**config.mk**
```make
export PLATFORM = sky130hd
export DESIGN_NAME = wb_slave_pipelined_flat
export DESIGN_NICKNAME = d
export VERILOG_FILES = /design/src/rtl/wb_slave_pipelined_if.sv /design/src/rtl/wb_slave_pipelined.sv /design/src/flat_wrapper.sv
export SDC_FILE = /design/constraint.sdc
export NUM_CORES = 2
export LEC_CHECK = 0
export ABC_CLOCK_PERIOD_IN_PS = 6800
export CORE_AREA = 2 2 677 679
export DETAILED_ROUTE_END_ITERATION = 8
export DIE_AREA = 0 0 679 681
export PLACE_DENSITY = 0.53
export SLEW_MARGIN = 20
export SYNTH_ARGS = -nofsm -noshare
export SYNTH_HDL_FRONTEND = slang
export SYNTH_SLANG_ARGS = --single-unit
```
**constraint.sdc**
```tcl
create_clock -name clk -period 6.8 [get_ports clk]
set_input_delay 1.36 -clock clk [delete_from_list [all_inputs] [get_ports clk]]
set_output_delay 1.36 -clock clk [all_outputs]
set_load 0.01 [all_outputs]
```
**src/rtl/wb_slave_pipelined_if.sv**
```systemverilog
// Wishbone B4 pipelined bus bundle (16-bit address and data) shared by master and slave.
interface if_wb;
  logic        cyc;
  logic        stb;
  logic        we;
  logic [15:0] adr;
  logic [15:0] dat_m;
  logic [15:0] dat_s;
  logic        ack;
  logic        stall;

  modport master (output cyc, stb, we, adr, dat_m, input dat_s, ack, stall);
  modport slave  (input cyc, stb, we, adr, dat_m, output dat_s, ack, stall);
endinterface

```
**src/rtl/wb_slave_pipelined.sv**
```systemverilog
// Pipelined Wishbone slave in front of a 256 x 16 RAM, with an optional number of
// stall cycles inserted after every accepted request.
//
//   state | meaning
//   IDLE  | no pending request, stall=0
//   WAIT  | request pending, stall=1, wait down-counter running
//   ACK   | ack=1 for the pending request, stall=0, may accept the next one
module wb_slave_pipelined #(
  parameter int waitcycles = 0
) (
  input  logic clk,
  input  logic rst,
  if_wb.slave  wb
);
  typedef enum logic [1:0] {IDLE, WAIT, ACK} state_t;

  localparam logic [3:0] cnt_load = (waitcycles > 0) ? 4'(waitcycles - 1) : 4'd0;

  state_t      state, state_nxt;
  logic [3:0]  cnt, cnt_nxt;
  logic [15:0] mem [256];
  logic [15:0] mem_rd;
  logic [15:0] rd_buf;
  logic [15:0] dat_s_q;
  logic        pend_rd;
  logic        ack_q;
  logic        stall_q;
  logic        accept;
  logic        adr_unused;

  assign adr_unused = ^wb.adr[15:8];
  assign mem_rd     = mem[wb.adr[7:0]];
  assign accept     = wb.cyc & wb.stb & ~stall_q;

  always_comb begin
    state_nxt = state;
    cnt_nxt   = cnt;
    unique case (state)
      IDLE: begin
        if (accept) begin
          state_nxt = (waitcycles > 0) ? WAIT : ACK;
          cnt_nxt   = cnt_load;
        end
      end
      WAIT: begin
        if (cnt == 4'd0) state_nxt = ACK;
        else             cnt_nxt   = cnt - 4'd1;
      end
      ACK: begin
        if (accept) begin
          state_nxt = (waitcycles > 0) ? WAIT : ACK;
          cnt_nxt   = cnt_load;
        end else begin
          state_nxt = IDLE;
        end
      end
      default: state_nxt = IDLE;
    endcase
    // Dropping cyc aborts whatever is in flight.
    if (!wb.cyc) begin
      state_nxt = IDLE;
      cnt_nxt   = 4'd0;
    end
  end

  always_ff @(posedge clk) begin
    if (!rst) begin
      state   <= IDLE;
      cnt     <= 4'd0;
      ack_q   <= 1'b0;
      stall_q <= 1'b0;
      dat_s_q <= 16'h0000;
      rd_buf  <= 16'h0000;
      pend_rd <= 1'b0;
    end else begin
      state   <= state_nxt;
      cnt     <= cnt_nxt;
      ack_q   <= (state_nxt == ACK);
      stall_q <= (state_nxt == WAIT);
      if (accept) begin
        pend_rd <= ~wb.we;
        rd_buf  <= mem_rd;
      end
      // dat_s only changes on entry to an ack cycle, so it holds otherwise.
      if (state_nxt == ACK) begin
        if (waitcycles == 0) begin
          if (accept && !wb.we) dat_s_q <= mem_rd;
        end else if (pend_rd) begin
          dat_s_q <= rd_buf;
        end
      end
    end
  end

  // RAM is deliberately outside the reset domain so its contents survive reset.
  always_ff @(posedge clk) begin
    if (rst && accept && wb.we) mem[wb.adr[7:0]] <= wb.dat_m;
  end

  // A master dropping cyc in the ack cycle never sees a stray ack.
  assign wb.ack   = ack_q & wb.cyc;
  assign wb.stall = stall_q;
  assign wb.dat_s = dat_s_q;
endmodule

```
**src/flat_wrapper.sv**
```systemverilog
// flat-port wrapper written by rule: the top's interface ports become plain ports
module wb_slave_pipelined_flat 
#(
  parameter int waitcycles = 0
)
  (clk, rst, wb_cyc, wb_stb, wb_we, wb_adr, wb_dat_m, wb_dat_s, wb_ack, wb_stall);
  if_wb wb_i ();
  input  logic clk;
  input  logic rst;
  input wire logic [$bits(wb_i.cyc)-1:0] wb_cyc;
  input wire logic [$bits(wb_i.stb)-1:0] wb_stb;
  input wire logic [$bits(wb_i.we)-1:0] wb_we;
  input wire logic [$bits(wb_i.adr)-1:0] wb_adr;
  input wire logic [$bits(wb_i.dat_m)-1:0] wb_dat_m;
  output wire logic [$bits(wb_i.dat_s)-1:0] wb_dat_s;
  output wire logic [$bits(wb_i.ack)-1:0] wb_ack;
  output wire logic [$bits(wb_i.stall)-1:0] wb_stall;
  assign wb_i.cyc = wb_cyc;
  assign wb_i.stb = wb_stb;
  assign wb_i.we = wb_we;
  assign wb_i.adr = wb_adr;
  assign wb_i.dat_m = wb_dat_m;
  assign wb_dat_s = wb_i.dat_s;
  assign wb_ack = wb_i.ack;
  assign wb_stall = wb_i.stall;
  wb_slave_pipelined #(.waitcycles(waitcycles)) u_core (.clk(clk), .rst(rst), .wb(wb_i));
endmodule
```
==> results by group <==
Worst setup path
  – WS Path Type: primary input to flop
  – Highest net fanout along the worst path: 16
  – CP endpoint kind: flop
  – CP arrival: 5.43 ns
  – Critical Path Start Type: primary input
  – Worst path required time: 7.70 ns

Cells and area
  – Final nets: 7594
  – Multi-input gate area in the final layout: 33380 um^2
  – Register area: 123500 um^2
  – # fillers: 39860
  – Syn-to-layout area delta: 15.03%
  – Share of layout cells above drive strength 1: 30.12%
  – Post-layout instance count excluding filler cells: 13910

Synth
  – Area leader, netlist: edfxtp_1
  – Synth unique cells: 72
  – Synth Area per Inst: 22.76 um^2
  – Gate Count Post-Synth: 6984
  – EDFF count, synth: 4096
  – Main synth FF type: edfxtp_1
  – Flops & latches, synth: 4120
  – Sequential share of the synthesized area: 77.68%
  – Commonest cells post-synth: edfxtp_1 (4096), mux4_2 (1025), nor2_1 (326)
  – YS warnings: 0
  – Mapped Area: 159000 um^2
  – Most frequent cell after synthesis: edfxtp_1
  – Synth top area cells: edfxtp_1 (77%), mux4_2 (15%), mux2i_1 (1.8%)
  – Asr flop ratio synth: 0%
  – Post-synth top area share: 77.37%
  – Synthesized net count: between 7000 and 8000

Power
  – Final total power: around 53000 uW
  – Seq pwr share: 52.4%
  – Static Leak: around 0.057 uW
  – Clock network fraction of total power: 42.7%
  – Logic pwr share: 4.8%
  – Design internal power: 41790 uW
  – Switching part of the total: 21.68%
  – Pwr/cell area: about 300 nW/um^2
  – Peak supply drop: 0.2204 mV
  – Psw: 11570 uW

Floorplan
  – Row cnt: 248
  – Num ports: 55
  – Placeable Area: 454900 um^2
  – Die H: 681 um
  – Die X: ~680 um
  – Die area: roughly 460000 um^2
  – Initial Util: 34.95%

STA
  – Hold WS: 0.5376 ns
  – Hold Fails Final Rpt: 0
  – Slew @ Worst Pin: between 1 and 1.5 ns
  – Period minus WS final: 4.528 ns
  – Final worst path period share: 66.58%
  – Setup TNS after final layout: 0 ns
  – Final setup fails: 0
  – Clock skew: 0.08311 ns
  – Fin. max-slew vios: 0
  – RSZ-0062 raised after global routing: false
  – Rel. slew slack: 17.29%
  – Fmax: 220.9 MHz

Placement
  – Inst Count DP: 13130
  – GPL Wtd Cong: 0.8491
  – Port Buffers: 46
  – Hpwl dp: 256.1 mm

Global route
  – GRT Total Usage: 18.55%
  – Number of global-route vias before repair: 76700
  – Initial antenna violation count: 22
  – GRT Residual Overflow: 0
  – First-pass GRT wire length: 607.7 mm
  – Largest net degree at the start of global routing: 161

Detailed routing
  – DRT antenna net count: 0
  – Post-Route M1 WL: between 150 and 200 mm
  – DR iter-0 viols: 8935
  – Met3 WL: ~33 mm
  – # DRC: 0
  – Top routing layer used: met5
  – Vias after detailed routing: 76000
  – DR pass1 iterations: 6
  – WL met2: 208.0 mm
  – Drt wl/cell: approximately 31 um
  – Total Wirelength: 437.7 mm
  – Via density: 5.463

Job
  – # Max-Cap Violations: 0

Clock tree
  – Sinks on Clock Net: 4120
  – Setup Fix Bufs, Post-CTS: 0
  – # H-tree levels: 5
  – Clock root cell: clkbuf_16
  – CTS Hold Bufs: 0
  – Clock latency on the worst-skew pair: 1.05 ns
  – CTS buffer count: between 400 and 500
  – TritonCTS clock tree: done
  – Post-cts resize count: 0
  – Max clock buf depth: 4
  – Clk slew on worst S/H paths: 0.06 ns

Status
  – Status: complete, no violations

Hold path
  – Type of the most critical hold path: flop to flop
-- worst max-delay path: stages --
cell and delay [ns]:
clkdlybuf4s50_1 0.71, nor2b_2 0.37, buf_4 0.25, nand3_1 0.49, o22ai_1 0.28, a311oi_1 0.67
nand2_1 0.47, a32oi_1 0.62, o32ai_1 0.19
-- cells by family after synthesis --
group | count (synthesis) | share of synthesized area, %
buffers and inverters | 413 | 1.662
xor gates and xnor gates | 2 | 0.01102
adders and majority gates | 1 | 0.007870
DFF | 4120 | 77.68
and+or+nand+nor | 555 | 1.421
AOI/OAI and AO/OA | 518 | 2.176
muxes | 1375 | 17.05
-- layout by cell type, fill, tap and decap left out, types with 16 or more instances in the layout --
master and instances:
edfxtp_1 4096, mux4_2 1025, buf_4 461, clkbuf_16 429, mux2i_1 280, nor2_1 162, nor2_2 162, nand2_1 134
o21ai_0 103, clkinv_1 101, clkinv_2 94, a21oi_1 83, clkbuf_1 80, o22ai_1 69, a22oi_1 59, mux2_2 42
buf_12 38, bufinv_16 36, a221oi_1 35, nand3_1 33, mux4_1 28, dfxtp_1 24, clkdlybuf4s50_1 23, a211oi_1 19
a32oi_1 18, a31oi_1 17, buf_8 16
-- power groups by stage --
stage,Sequential [uW],Combinational (uW),Clock [uW]
floorplan,28500,1340,0
global placement,28500,2580,0
detailed placement,28500,2620,0
CTS,28000,2620,23300
global route,28000,2720,24300
finish,28000,2580,22800
-- registers in the layout, summed over array words and instances (netlist names) --
register and count:
u_core.wb.dat_s 16, u_core.state 2, u_core.cnt 4, u_core.mem 4096, u_core.ack_q 1, u_core.wb.stall 1
-- area by class of cell --
type                            instances  area share, %
Timing Repair Buffer                  546          2.629
Antenna cell                            9        0.01232
Inverter                               11        0.03079
Tap cell                             6000          4.105
Clock inverter                        266          1.407
Clock buffer                          509          6.035
Sequential cell                      4120          67.53
Multi-Input combinational cell       2451          18.25
-- metrics by stage --
step / util, % / area (um^2) / setup slack, ns
2_1_floorplan: - / 159000 / 2.518
3_3_place_gp: 37.19 / 169200 / 1.198
3_5_place_dp: 37.19 / 169200 / 1.184
4_1_cts: 40.19 / 182800 / 2.276
5_1_grt: 40.19 / 182800 / 2.254
6_report: 40.20 / 182900 / 2.272
-- metal layers --
| layer | up-vias | GRT usage (%) |
|---|---|---|
| li1 | 30940 | - |
| met4 | 2 | 5.400 |
| met3 | 559 | 3.356 |
| met1 | 41550 | 25.97 |
| met5 | - | 0 |
| met2 | 2947 | 29.73 |
-- final timing paths --
check	endpoint	cells after the start	start	slack (ns)
setup / recovery	u_core.wb.dat_s[12]	9	wb_adr[6]	2.27
hold / removal	u_core.cnt[3]	2	u_core.cnt[3]	0.54
hold reg to reg	u_core.cnt[3]	2	u_core.cnt[3]	0.54
setup reg to reg	u_core.mem[96][6]	8	u_core.wb.stall	2.83
Note: power is estimated with default switching activity, not from simulation.
